File: config.mk
export PLATFORM = sky130hd
export DESIGN_NAME = sdram_port_arbiter
export DESIGN_NICKNAME = d
export VERILOG_FILES = /design/src/rtl/sdram_arb_pkg.sv /design/src/rtl/rr_arbiter.sv /design/src/rtl/sdram_port_arbiter.sv
export SDC_FILE = /design/constraint.sdc
export NUM_CORES = 1
export LEC_CHECK = 0
export CAP_MARGIN = 15
export CORE_MARGIN = 2
export CORE_UTILIZATION = 40
export CTS_CLUSTER_SIZE = 12
export DETAILED_ROUTE_END_ITERATION = 12
export GPL_ROUTABILITY_DRIVEN = 0
export PLACE_DENSITY = 0.79
export SYNTH_ARGS = -nofsm -noshare
export SYNTH_HDL_FRONTEND = slang
export SYNTH_SLANG_ARGS = --single-unit
File: constraint.sdc
create_clock -name clk -period 2.28 [get_ports clk]
set_input_delay 0.57 -clock clk [delete_from_list [all_inputs] [get_ports clk]]
set_output_delay 0.57 -clock clk [all_outputs]
set_load 0.02 [all_outputs]
File: src/rtl/sdram_arb_pkg.sv
// Shared constants and FSM state type for the SDRAM port arbiter.
// Command encoding matches the memory controller's cmd input.
package sdram_arb_pkg;

  localparam int SDRAM_ADDR_W = 25;
  localparam int SDRAM_DATA_W = 16;

  localparam logic [1:0] MC_CMD_NONE  = 2'b00;
  localparam logic [1:0] MC_CMD_READ  = 2'b01;
  localparam logic [1:0] MC_CMD_WRITE = 2'b10;

  typedef enum logic [2:0] {
    ST_INIT,
    ST_ARB,
    ST_ISSUE,
    ST_WAIT_LOW,
    ST_WAIT_HIGH,
    ST_DONE
  } arb_state_t;

endpackage

File: src/rtl/rr_arbiter.sv
// Combinational round-robin pick: first requester at or after ptr, wrapping.
// The pointer register is owned by the instantiating block.
module rr_arbiter #(
  parameter int NUM_PORTS = 2,
  parameter int IDX_W     = $clog2(NUM_PORTS)
) (
  input  logic [NUM_PORTS-1:0] req,
  input  logic [IDX_W-1:0]     ptr,
  output logic [NUM_PORTS-1:0] grant,
  output logic [IDX_W-1:0]     idx,
  output logic                 any
);

  always_comb begin
    grant = '0;
    idx   = '0;
    any   = 1'b0;
    for (int i = 0; i < NUM_PORTS; i++) begin
      int p;
      p = int'(ptr) + i;
      if (p >= NUM_PORTS) p = p - NUM_PORTS;
      if (!any && req[p]) begin
        any      = 1'b1;
        grant[p] = 1'b1;
        idx      = IDX_W'(p);
      end
    end
  end

endmodule

File: src/rtl/sdram_port_arbiter.sv
// Round-robin sharing of one SDRAM controller among NUM_PORTS requesters,
// one outstanding command at a time, with a completion watchdog.
module sdram_port_arbiter
  import sdram_arb_pkg::*;
#(
  parameter int NUM_PORTS = 2,
  parameter int TIMEOUT   = 64
) (
  input  logic                              clk,
  input  logic                              rst,
  input  logic [NUM_PORTS-1:0]              req_valid,
  input  logic [NUM_PORTS-1:0]              req_write,
  input  logic [NUM_PORTS*SDRAM_ADDR_W-1:0] req_addr,
  input  logic [NUM_PORTS*SDRAM_DATA_W-1:0] req_wdata,
  output logic [NUM_PORTS-1:0]              req_ready,
  output logic [NUM_PORTS-1:0]              rsp_valid,
  output logic [SDRAM_DATA_W-1:0]           rsp_rdata,
  output logic                              err_timeout,
  output logic                              mc_ready,
  output logic [1:0]                        mc_cmd,
  output logic [SDRAM_ADDR_W-1:0]           mc_addr,
  output logic [SDRAM_DATA_W-1:0]           mc_wdata,
  input  logic [SDRAM_DATA_W-1:0]           mc_rdata,
  input  logic                              mc_valid
);

  localparam int IDX_W = $clog2(NUM_PORTS);
  localparam int TW    = $clog2(TIMEOUT + 1);

  arb_state_t           state;
  logic [IDX_W-1:0]     ptr;
  logic [IDX_W-1:0]     cur_idx;
  logic                 cur_write;
  logic                 init_hi;
  logic [TW-1:0]        cnt;

  logic [NUM_PORTS-1:0] gnt_vec;
  logic [IDX_W-1:0]     gnt_idx;
  logic                 gnt_any;

  rr_arbiter #(
    .NUM_PORTS(NUM_PORTS),
    .IDX_W    (IDX_W)
  ) u_rr (
    .req  (req_valid),
    .ptr  (ptr),
    .grant(gnt_vec),
    .idx  (gnt_idx),
    .any  (gnt_any)
  );

  always_ff @(posedge clk) begin
    if (rst) begin
      state       <= ST_INIT;
      ptr         <= '0;
      cur_idx     <= '0;
      cur_write   <= 1'b0;
      init_hi     <= 1'b0;
      cnt         <= '0;
      req_ready   <= '0;
      rsp_valid   <= '0;
      rsp_rdata   <= '0;
      err_timeout <= 1'b0;
      mc_ready    <= 1'b0;
      mc_cmd      <= MC_CMD_NONE;
      mc_addr     <= '0;
      mc_wdata    <= '0;
    end else begin
      req_ready <= '0;
      rsp_valid <= '0;
      mc_ready  <= 1'b0;
      case (state)
        // A lone high during the controller's power-up sequence must not count.
        ST_INIT: begin
          init_hi <= mc_valid;
          if (mc_valid && init_hi) state <= ST_ARB;
        end
        ST_ARB: begin
          if (mc_valid && gnt_any) begin
            req_ready <= gnt_vec;
            cur_idx   <= gnt_idx;
            cur_write <= req_write[gnt_idx];
            mc_addr   <= req_addr[int'(gnt_idx)*SDRAM_ADDR_W +: SDRAM_ADDR_W];
            mc_wdata  <= req_wdata[int'(gnt_idx)*SDRAM_DATA_W +: SDRAM_DATA_W];
            mc_cmd    <= req_write[gnt_idx] ? MC_CMD_WRITE : MC_CMD_READ;
            ptr       <= (int'(gnt_idx) == NUM_PORTS - 1) ? '0 : gnt_idx + 1'b1;
            state     <= ST_ISSUE;
          end
        end
        ST_ISSUE: begin
          mc_ready <= 1'b1;
          cnt      <= '0;
          state    <= ST_WAIT_LOW;
        end
        // Completion in the final watchdog cycle still wins over the timeout.
        ST_WAIT_LOW, ST_WAIT_HIGH: begin
          if (state == ST_WAIT_HIGH && mc_valid) begin
            rsp_valid <= NUM_PORTS'(1) << cur_idx;
            if (!cur_write) rsp_rdata <= mc_rdata;
            mc_cmd    <= MC_CMD_NONE;
            state     <= ST_DONE;
          end else if (cnt == TW'(TIMEOUT - 1)) begin
            err_timeout <= 1'b1;
            rsp_valid   <= NUM_PORTS'(1) << cur_idx;
            rsp_rdata   <= '0;
            mc_cmd      <= MC_CMD_NONE;
            init_hi     <= 1'b0;
            state       <= ST_INIT;
          end else begin
            cnt <= cnt + 1'b1;
            if (state == ST_WAIT_LOW && !mc_valid) state <= ST_WAIT_HIGH;
          end
        end
        ST_DONE: state <= ST_ARB;
        default: state <= ST_INIT;
      endcase
    end
  end

endmodule

Yosys cells after proc, flatten, opt, wreduce, memory -nomap -nowiden:

Index checks and enable logic that the tools add are counted.

* shifts and indexed selects: 3
* multipliers: 1
* reduce and logical (&&, ||, !) cells: 24
* eq/ne operators: 14
* add/sub/neg operators: 5
* $lt $le $gt $ge: 7
* muxes and demuxes: 44
* bitwise logic cells: 5

Operator list (count)
* >= comparator 32 x 1 -> 1 bit, second input constant: 2
* less-than comparator 32 x 3 -> 1 bit, second input constant: 2
* two-way mux 32 bit: 2
* variable part select 50 x 7 -> 25 bit: 1
* two-way mux 16 bit: 3
* >= comparator 32 x 3 -> 1 bit, second input constant: 1
* variable part select 32 x 6 -> 16 bit: 1
* subtractor 32 x 3 -> 32 bit, second input constant: 1
* two-way mux 1 bit: 18
* AND reduction 3 bit: 6
* two-way mux 2 bit: 8
* two-way mux 3 bit: 5
* case mux 3 bit (5 select lines): 1
* two-way mux 7 bit: 2
* case mux 7 bit (2 select lines): 1
* != test 2 bit, second input constant: 6
* nonzero test 2 bit: 4
* adder 7 x 1 -> 7 bit, second input constant: 1
* == test 7 x 6 -> 1 bit, second input constant: 1
* logical AND 1 bit: 7
* == test 3 x 2 -> 1 bit, second input constant: 2
* == test 3 bit, second input constant: 2
* multiplier 1 x 5 -> 6 bit, second input constant: 1
* != test 4 bit, second input constant: 1
* 18 further kinds: 24

* bits in registers: 79
* bits of input ports: 105
* logic and storage cells: 117

Logic depth before layout (Yosys ltp):

Gate-level depths: netlist (run 1).

* depth in word-level cells: 14
* depth in mapped cells: 6

Modules after synthesis:

From an unflattened synthesis (run 1), not the netlist that was laid out.

* cell total of the unflattened synthesis: 348
* area, all modules: 3374.5 µm²

Modules (own cells, without submodules)
* sdram_port_arbiter: area an instance 3342.0 µm², cells each 343, sequential area each 1581.5 µm², times used 1
* rr_arbiter: area an instance 32.5 µm², cells each 5, sequential area each 0.0 µm², times used 1

Worst setup path before layout (run 1):

No wires, ideal clock.

* path type: input port to flip-flop
* from: input port mc_valid
* to: register cnt[1]
* arrival time: 1555 ps
* path slack: 604 ps
* data required time: 2159 ps
* stages: 4
* path buffers: 0
* cell sequence: nor4b_1 -> o21ai_1 -> a22oi_4 -> mux2_4

* longest elaborated chain between the ends: 3

RTL lines
* start: declaration: RTL line sdram_port_arbiter.sv:24 `input logic mc_valid`
* logical AND 1 bit: RTL line sdram_port_arbiter.sv:97 `if (state == ST_WAIT_HIGH && mc_valid) begin`
* != test 2 bit (no line)
* AND reduction 3 bit (no line)
* end signal: assignment: RTL line sdram_port_arbiter.sv:110 `cnt <= cnt + 1'b1;`
* end: declaration: RTL line sdram_port_arbiter.sv:35 `logic [TW-1:0] cnt;`

No other way between the ends.
A chain may end at the register's enable or synchronous reset.

Worst setup path after layout (run 1):

* from: input port mc_valid
* to: register rsp_rdata[1]

* longest elaborated chain between the ends: 3
* elaborated cells between the ends (all ways): 5

RTL lines
* logical AND 1 bit (*): RTL line sdram_port_arbiter.sv:97
* != test 2 bit (no line) or nonzero test 2 bit (tied branches)
* AND reduction 3 bit (no line)
* end signal: assignment: RTL line sdram_port_arbiter.sv:99 `if (!cur_write) rsp_rdata <= mc_rdata;`
* end: declaration: RTL line sdram_port_arbiter.sv:17 `output logic [SDRAM_DATA_W-1:0] rsp_rdata,`

Mark *: on every way between the ends. The rest lies on a longest branch, timed or not.

==> results.md, run 1 <==
* Gr ovfl total at 0
* Yosys warnings at 0
* Startpoint Class: input pin
* Post-Syn Area at 3590 um^2
* Clock transition at the registers of the reported paths at 0.08 ns
* Number of synthesized register bits at 79
* Slew @ Worst Pin at 0.647 ns
* CTS Buffer Depth at 2
* Flop-to-flop setup slack at 0.30 ns
* Critical path buffers and inverters at 1
* Die width at 98.7 um
* Net switching power figure at 0.00134 W
* Largest net degree at the start of global routing at 37
* Post-CTS Setup Repair Bufs at 0
* Number of remaining DRC errors at 0
* Post-route setup slack at 0.271 ns
* Core area at 8720 um^2
* GRT Util Overall at 20.6%
* Vias in the first global route at 3,512
* Fin. Hold Viols at 0
* Crit-path leading delay family: buffers and inverters
* Clock latency at the later pin of the worst-skew pair at 0.34 ns
* Worst setup path class: in2reg
* Std cell rows at 34
* Share of power burned in registers at 40.9%
* Synth Net Count at 490
* EDFF count, synth at 0
* Slowest-stage cell, CP: clkdlybuf4s50_1
* Max_cap viols at 0
* Register area share after synthesis at 44.1%
* # clock sinks at 79
* Post-DR wirelength/cell at 14.8 um
* Max Freq at 498 MHz
* Layout Nets at 659
* Status: complete, no violations
* Crit path largest cell delay at 0.55 ns
* Slew headroom at 56.7%
* Pre-CTS setup slack at -0.0895 ns
* Max Fanout on Critical Path at 16
* H-tree Lvls at 3
* Worst Skew at 0.00945 ns
* Area delta synth->final at 57.0%
* Inserted Diodes at 0
* Sw Share at 32.1%
* Synth Instances at 384
* Internal at 0.00283 W
* Clock Root Buffer: clkbuf_8
* Port bufs at 169
* Sum Neg Setup Slack at 0 ns
* Vias/cell at 5.22
* Cell variety after synth at 51
* Max VDD drop at 0.383 mV
* CP Data Required Time at 2.55 ns
* First-pass iteration count of the detailed router at 5
* Mapped Avg Cell Area at 9.35 um^2
* Die area at 9750 um^2
* Fraction of registers with async set/reset at 0%
* DRT antenna net count at 0
* Cts hold-fix bufs at 0
* Tmin final at 2.01 ns
* Final HPWL DP at 7620 um
* Final wirelength at 9880 um
* # resized after CTS at 0
* Cells along the critical path: clkdlybuf4s50_1, and4bb_2, nor3_2, o21ai_4, mux2i_1
* Crit path DAT at 2.28 ns
* Fraction of layout cells with a size suffix above 1 at 8.42%
* Initial core utilization at 41.2%
* CTS Buf Count at 9
* PD cells at 740 nW/um^2
* Chip height at 98.7 um
* Logic pwr share at 34.1%
* IO Pins at 170
* DRT iter0 DRCs at 80
* Fin crit share at 88.1%
* Endpoints failing setup at 0
* Main synth FF type: dfxtp_1
* Total number of vias at 3,477
* CTS tree: yes
* First-pass GRT wire length at 16,300 um
* Worst Setup End Kind: register
* Clock share of power at 25.0%
* Initial antenna violation count at 0
* RSZ-0062 raised after global routing: no
* Max Slew Vio Count at 0
* Lkg Pwr at 2.23 nW
* Worst min path class: reg2reg
[cell usage after synthesis, types with 2 or more instances]
master | count | area, um^2
dfxtp_1 | 79 | 1580
o21ai_1 | 2 | 10.0
inv_1 | 2 | 7.51
nand2_1 | 46 | 173
and4b_1 | 2 | 20.0
a21o_1 | 2 | 15.0
o21ai_2 | 2 | 17.5
nor2b_1 | 2 | 12.5
nor3b_1 | 2 | 15.0
nor2_1 | 49 | 184
nand2b_1 | 4 | 25.0
a21boi_0 | 2 | 15.0
nor4b_1 | 2 | 17.5
a21oi_1 | 11 | 55.1
o21ai_0 | 9 | 45.0
nor3_1 | 3 | 15.0
and3_1 | 2 | 12.5
a211oi_1 | 42 | 315
buf_2 | 11 | 55.1
buf_4 | 6 | 45.0
a31oi_1 | 3 | 18.8
nor3_2 | 2 | 20.0
a311oi_1 | 3 | 26.3
and2_1 | 2 | 12.5
clkbuf_1 | 8 | 30.0
nor4_1 | 2 | 12.5
buf_6 | 2 | 22.5
mux2i_1 | 57 | 571
nand3_1 | 3 | 15.0
[final cells by class]
| class | instances | area [um^2] |
|---|---|---|
| tap | 108 | 135 |
| fill | 712 | 3090 |
| clock buffer | 11 | 141 |
| multi-input combinational | 275 | 1850 |
| clock inverter | 5 | 57.6 |
| sequential | 79 | 1580 |
| inverter | 2 | 7.51 |
| timing repair buffer | 186 | 1860 |
[layout by cell type (no fill, tap or decap), types with 3 or more instances in the layout]
cell and n:
clkdlybuf4s50_1 168, dfxtp_1 79, mux2i_1 57, nor2_1 49, nand2_1 45, a211oi_1 42, buf_4 13, a21oi_1 11
clkbuf_8 10, o21ai_0 9, nand2b_1 4, buf_12 4, nor3_1 3, nand3_1 3, a31oi_1 3, a311oi_1 3
[logic make-up (layout without fill, tap and decap cells)]
family                     after synthesis  count (layout)  share of synthesized area [%]
AOI/OAI and AO/OA                       85              85                           17.2
adders and majority gates                1               1                          0.348
buffers and inverters                   30             204                           4.57
DFF                                     79              79                           44.1
muxes                                   58              58                           16.3
and+or+nand+nor                        131             131                           17.5
[registers in the layout (all words and copies together), names as in the netlist]
name / count
init_hi: 1
mc_addr: 25
cur_write: 1
cnt: 7
cur_idx: 1
mc_wdata: 16
mc_cmd: 2
mc_ready: 1
err_timeout: 1
req_ready: 2
state: 3
rsp_rdata: 16
rsp_valid: 2
ptr: 1
[stage by stage]
| stage | hold slack [ns] | total power, W | std cells | utilization [%] | instance area, um^2 |
|---|---|---|---|---|---|
| finish | 0.446 | 0.00417 | 666 | 64.6 | 5630 |
| global route | 0.477 | 0.00440 | 666 | 64.6 | 5630 |
| CTS | 0.445 | 0.00420 | 666 | 64.6 | 5630 |
| detailed placement | 0.437 | 0.00316 | 650 | 62.3 | 5440 |
| global placement | 0.436 | 0.00313 | 650 | 62.3 | 5440 |
| floorplan | 0.408 | 0.00250 | 384 | - | 3590 |
[routing by layer]
layer	GRT usage, %	wire, um
met2	36.4	4870
met3	7.87	940
met1	22.5	3910
met5	0	0
met4	6.95	153
[worst paths after layout]
check                start           end  cells past startpoint
hold / removal     cur_idx  rsp_valid[0]                      1
hold reg to reg    cur_idx  rsp_valid[0]                      1
setup reg to reg  state[0]   mc_addr[10]                      5
setup / recovery  mc_valid  rsp_rdata[1]                      5
[power by group through the flow]
stage                     Sequential (W)  Clock, W  Combinational, W
final                            0.00170   0.00104           0.00142
after CTS                        0.00170   0.00107           0.00143
after detailed placement         0.00173         0           0.00143
after global placement           0.00172         0           0.00140
after floorplan                  0.00187         0          0.000633
after global routing             0.00173   0.00113           0.00154
Note: power is estimated with default switching activity, not from simulation.
==> run 2: changes to the inputs <==
Settings changed: CORE_UTILIZATION 40 to 41, CTS_CLUSTER_SIZE 12 to not set, PLACE_DENSITY 0.79 to 0.8.
==> run 2 against run 1 <==
Effect of this change:
- sequential share of layout area is 0.062 points higher
- non-clock buffer count down 2
- global-route usage is 0.33 points lower
- die area decreased by 2.3%
- register-to-register slack gained 0.09 ns
- wire length decreased by 1.5%
- worst hold slack better by 0.0097 ns
- combinational power about the same
- critical path depth unchanged
- cell count is 0.30% lower
- largest power group unchanged
- highest routed layer unchanged
==> results.md, run 2 (same netlist as run 1, synthesis figures left out) <==
* Max Slew Vio Count at 0 (unchanged)
* Hold Crit Depth at 1 (unchanged)
* First-pass iteration count of the detailed router at 4 (-1)
* Slowest-stage cell, CP: clkdlybuf4s50_1
* Initial antenna violation count at 0 (unchanged)
* Flop-to-flop setup slack at 0.39 ns (+0.09 ns)
* Crit path largest cell delay at 0.60 ns (+0.05 ns)
* Max_cap viols at 0 (unchanged)
* Max Fanout on Critical Path at 16 (unchanged)
* Area delta synth->final at 56.6%
* Clock share of power at 26.4% (+1.4 points)
* Worst min path class: reg2reg
* Crit path DAT at 2.36 ns (+0.08 ns)
* Hold Crit Endpoint: rsp_valid[0]
* PD cells at 753 nW/um^2 (+1.8%)
* Max VDD drop at 0.415 mV (+8.2%)
* Final HPWL DP at 7360 um (-3.4%)
* Worst hold slack at 0.455 ns (+0.00968 ns)
* Number of remaining DRC errors at 0 (unchanged)
* Clock transition at the registers of the reported paths at 0.08 ns (about the same)
* Worst setup path class: in2reg
* Post-Layout Cell Count at 664 (-0.30%)
* CTS Buf Count at 9 (unchanged)
* Worst-case reg-to-reg path depth at 5 (unchanged)
* Vias/cell at 5.19 (-0.51%)
* CTS tree: yes
* Fraction of layout cells with a size suffix above 1 at 7.91% (-0.51 points)
* Clock Root Buffer: clkbuf_8
* # fillers at 697 (-2.1%)
* Worst Skew at 0.00943 ns (-0.0000193 ns)
* Initial core utilization at 41.8% (+0.61 points)
* Post-CTS Setup Repair Bufs at 0 (unchanged)
* Post-route setup slack at 0.194 ns (-0.0767 ns)
* Placement Cell Area at 5410 um^2 (-0.51%)
* Endpoints failing setup at 0 (unchanged)
* Net switching power figure at 0.00133 W (-0.63%)
* Slew headroom at 55.4% (-1.3 points)
* Max Freq at 479 MHz (-3.7%)
* Fin. Hold Viols at 0 (unchanged)
* IO Pins at 170 (unchanged)
* DRT iter0 DRCs at 90 (+13%)
* Share of power burned in registers at 40.0% (-0.9 points)
* Die area at 9520 um^2 (-2.3%)
* First-pass GRT wire length at 15,700 um (-3.5%)
* Layout Nets at 657 (-0.30%)
* Lkg Pwr at 2.21 nW (-0.92%)
* RSZ-0062 raised after global routing: no
* Worst Setup End Kind: register
* Chip height at 97.6 um (-1.2%)
* Slew @ Worst Pin at 0.667 ns (+0.0200 ns)
* Cells along the critical path: clkdlybuf4s50_1, and4bb_2, nor3_2, o21ai_4, mux2i_1
* Biggest register: mc_addr
* Startpoint Class: input pin
* Total number of vias at 3,449 (-0.81%)
* Crit Reg-Reg Startpoint: state[0]
* Cts hold-fix bufs at 0 (unchanged)
* Largest net degree at the start of global routing at 49 (+32%)
* Post-layout util at 65.4% (+0.81 points)
* Most frequent cells in the layout: 168 x clkdlybuf4s50_1, 79 x dfxtp_1, 57 x mux2i_1
* Internal at 0.00290 W (+2.6%)
* Hold path startpoint: cur_idx
* Reg2reg end: rsp_rdata[0]
* Design area at 5620 um^2 (-0.22%)
* Gr ovfl total at 0 (unchanged)
* H-tree Lvls at 3 (unchanged)
* # resized after CTS at 0 (unchanged)
* Crit-path leading delay family: buffers and inverters
* Std cell rows at 34 (unchanged)
* Final wirelength at 9730 um (-1.5%)
* Pre-CTS setup slack at -0.179 ns (-0.0891 ns)
* CP Data Required Time at 2.55 ns (about the same)
* Largest regs: mc_addr (25), mc_wdata (16), rsp_rdata (16)
* Port bufs at 169 (unchanged)
* # clock sinks at 79 (unchanged)
* CTS Buffer Depth at 2 (unchanged)
* Vias in the first global route at 3,383 (-3.7%)
* Number of flip-flops in the largest register at 25 (unchanged)
* Logic pwr share at 33.6% (-0.5 points)
* Inserted Diodes at 0 (unchanged)
* Die width at 97.6 um (-1.2%)
* Placed instance count at 648 (-0.31%)
* GRT Util Overall at 20.2% (-0.33 points)
* Core area at 8590 um^2 (-1.5%)
* Sw Share at 31.4% (-0.70 points)
* Critical path buffers and inverters at 1 (unchanged)
* Clock latency at the later pin of the worst-skew pair at 0.35 ns (about the same)
* Fin crit share at 91.5% (+3.4 points)
* Tmin final at 2.09 ns (+0.0767 ns)
* Status: complete, no violations
* DRT antenna net count at 0 (unchanged)
* Post-DR wirelength/cell at 14.6 um (-1.2%)
* Most common cell after layout, fill and taps aside: clkdlybuf4s50_1
==> run 2: cell types whose count changed in the layout (fill, tap and decap cells not counted), sizes merged <==
cell	delta
clkinvlp	+3
bufinv	+1
clkinv	-4
buf	-2
==> run 2: metrics by stage <==
stage                     TNS (ns)  power [W]
final                            0    0.00423
after global routing             0    0.00446
after CTS                        0    0.00427
after detailed placement     -2.56    0.00315
after global placement       -1.71    0.00311
after floorplan                  0    0.00250
==> run 2: cell type report <==
type                       instances  area (um^2)  area share (%)
inverter                           2         7.51           0.134
timing repair buffer             184         1840            32.7
clock buffer                      11          131            2.34
sequential                        79         1580            28.1
multi-input combinational        275         1850            32.9
tap                              108          135            2.40
clock inverter                     5         82.6            1.47
==> run 2: power groups by stage <==
stage / Clock, W / Sequential (W) / Combinational (W)
2_1_floorplan: 0 / 0.00187 / 0.000633
3_3_place_gp: 0 / 0.00171 / 0.00140
3_5_place_dp: 0 / 0.00172 / 0.00143
4_1_cts: 0.00115 / 0.00169 / 0.00143
5_1_grt: 0.00121 / 0.00172 / 0.00153
6_report: 0.00112 / 0.00169 / 0.00142
==> run 2: worst max path at each step <==
stage | cells after the start | slack [ns] | from | end
final | 5 | 0.19 | mc_valid | rsp_rdata[9]
after global routing | 5 | 0.09 | mc_valid | rsp_rdata[1]
after global placement | 5 | -0.11 | mc_valid | rsp_rdata[1]
after floorplan | 4 | 0.60 | mc_valid | cnt[1]
after CTS | 5 | 0.20 | mc_valid | rsp_rdata[9]
after detailed placement | 5 | -0.18 | mc_valid | rsp_rdata[9]
==> run 2: layer usage <==
layer  GRT usage [%]  share of wire, %  vias to the layer above
li1                -                 -                     1723
met1            22.5                40                     1572
met2            34.3                48                      131
met3            7.27               8.9                       23
met4            9.51               2.8                        0
met5               0                 0                        -
==> run 3: changes to the inputs <==
Settings changed: PLACE_DENSITY 0.8 to not set, PLACE_DENSITY_LB_ADDON set to 0.05.
==> run 3 against run 2 <==
Effect of this change:
- utilization up 0.29 points
- die area unchanged
- non-clock buffer count rose by 2
- maximum frequency shrank 0.94%
- via count decreased by 1.3%
- sequential share of layout area fell by 0.12 points
- combinational power about the same
- cell count grew 0.30%
- global-route usage is 0.91 points lower
- critical path depth stayed put
- sequential power hardly changed
- power up 0.20%
==> results.md, run 3 (same netlist as run 1, synthesis figures left out) <==
* Most frequent cells in the layout: 168 x clkdlybuf4s50_1, 79 x dfxtp_1, 57 x mux2i_1
* Worst Setup End Kind: register
* Chip height at 97.6 um (unchanged)
* IO Pins at 170 (unchanged)
* Sum Neg Setup Slack at 0 ns (unchanged)
* # resized after CTS at 0 (unchanged)
* Fin crit share at 92.4% (+0.87 points)
* Critical path buffers and inverters at 1 (unchanged)
* Number of remaining DRC errors at 0 (unchanged)
* Vias/cell at 5.11 (-1.6%)
* Startpoint Class: input pin
* PD cells at 751 nW/um^2 (-0.25%)
* Number of flip-flops in the largest register at 25 (unchanged)
* Total number of vias at 3,404 (-1.3%)
* Worst min path class: reg2reg
* Largest regs: mc_addr (25), mc_wdata (16), rsp_rdata (16)
* Max Freq at 475 MHz (-0.94%)
* Post-DR wirelength/cell at 14.5 um (-1.1%)
* Worst setup path class: in2reg
* Biggest register: mc_addr
* Area delta synth->final at 57.3%
* Max Fanout on Critical Path at 16 (unchanged)
* Endpoints failing setup at 0 (unchanged)
* Vias in the first global route at 3,211 (-5.1%)
* DRT iter0 DRCs at 52 (-42%)
* Crit path DAT at 2.36 ns (about the same)
* Cells along the critical path: clkdlybuf4s50_1, and4bb_2, nor3_2, o21ai_4, mux2i_1
* Largest net degree at the start of global routing at 49 (unchanged)
* Slowest-stage cell, CP: clkdlybuf4s50_1
* Die area at 9520 um^2 (unchanged)
* Max Slew Vio Count at 0 (unchanged)
* Core area at 8590 um^2 (unchanged)
* Die width at 97.6 um (unchanged)
* Fin. Hold Viols at 0 (unchanged)
* Clock transition at the registers of the reported paths at 0.09 ns (about the same)
* Slew headroom at 55.3% (-0.091 points)
* Placed instance count at 650 (+0.31%)
* First-pass iteration count of the detailed router at 4 (unchanged)
* Crit path largest cell delay at 0.60 ns (about the same)
* Final HPWL DP at 7160 um (-2.8%)
* Initial antenna violation count at 0 (unchanged)
* Initial core utilization at 41.8% (unchanged)
* Worst Skew at 0.0102 ns (+0.000768 ns)
* CTS tree: yes
* GRT Util Overall at 19.3% (-0.91 points)
* Status: complete, no violations
* Clock Root Buffer: clkbuf_8
* # clock sinks at 79 (unchanged)
* First-pass GRT wire length at 15,100 um (-4.1%)
* Placement Cell Area at 5440 um^2 (+0.51%)
* Design area at 5650 um^2 (+0.45%)
* CTS Buf Count at 9 (unchanged)
* Most common cell after layout, fill and taps aside: clkdlybuf4s50_1
* CTS Buffer Depth at 2 (unchanged)
* Max VDD drop at 0.339 mV (-18%)
* Layout Nets at 659 (+0.30%)
* DRT antenna net count at 0 (unchanged)
* Final wirelength at 9650 um (-0.80%)
* Port bufs at 169 (unchanged)
* Max_cap viols at 0 (unchanged)
* H-tree Lvls at 3 (unchanged)
* RSZ-0062 raised after global routing: no
* Post-Layout Cell Count at 666 (+0.30%)
* Slew @ Worst Pin at 0.668 ns (+0.00136 ns)
* Crit-path leading delay family: buffers and inverters
* Cts hold-fix bufs at 0 (unchanged)
* Gr ovfl total at 0 (unchanged)
* Clock latency at the later pin of the worst-skew pair at 0.33 ns (-0.02 ns)
* Tmin final at 2.11 ns (+0.0198 ns)
* Std cell rows at 34 (unchanged)
* CP Data Required Time at 2.53 ns (-0.02 ns)
* Inserted Diodes at 0 (unchanged)
* Fraction of layout cells with a size suffix above 1 at 8.60% (+0.69 points)
* Post-CTS Setup Repair Bufs at 0 (unchanged)
* Lkg Pwr at 2.24 nW (+1.2%)
## run 3: changes by cell type in the layout (fill, tap and decap cells not counted)
cell,before,now
clkinv_2,0,4
clkinvlp_4,3,1
clkbuf_1,2,0
buf_12,3,4
buf_4,12,13
## run 3: worst paths after layout
check           startpoint            end  slack (ns)  cells after the start
max               mc_valid   rsp_rdata[9]        0.17                      5
min          rsp_rdata[12]  rsp_rdata[12]        0.46                      2
max reg2reg         cnt[0]   req_ready[1]        0.30                      6
min reg2reg  rsp_rdata[12]  rsp_rdata[12]        0.46                      2
## run 3: stage by stage
step / utilization, % / setup WS [ns] / hold slack, ns / power, W
after global placement: 63.2 / -0.0992 / 0.433 / 0.00314
after floorplan: - / 0.604 / 0.408 / 0.00250
after detailed placement: 63.2 / -0.152 / 0.454 / 0.00317
after CTS: 65.7 / 0.187 / 0.466 / 0.00428
after global routing: 65.7 / 0.118 / 0.481 / 0.00446
final: 65.7 / 0.174 / 0.461 / 0.00424
## run 3: area by class of cell
class / instances / area (um^2)
Clock buffer: 9 / 124
Fill cell: 707 / 2950
Timing Repair Buffer: 186 / 1860
Multi-Input combinational cell: 275 / 1850
Sequential cell: 79 / 1580
Tap cell: 108 / 135
Clock inverter: 7 / 87.6
Inverter: 2 / 7.51
## run 3: worst register-to-register path, cell delays in order, from the launching register on
cell and delay [ns]:
dfxtp_1 0.38, ha_1 0.23, nand4b_1 0.26, o22ai_1 0.44, nand2_1 0.13, buf_4 0.15, nor4_1 0.26
## run 3: layer usage
metal	wire length [um]	vias to the layer above	global-route usage [%]
met5	0	-	0
met4	119	0	6.62
met3	735	10	6.33
met2	4810	110	32.8
met1	3980	1562	22.9
li1	-	1722	-
## run 3: power breakdown
part           switching, W  total (W)  leakage, nW  internal (W)
Combinational      0.000690    0.00143         1.49      0.000742
Clock              0.000497    0.00111        0.109      0.000609
Sequential         0.000145    0.00170        0.641       0.00156
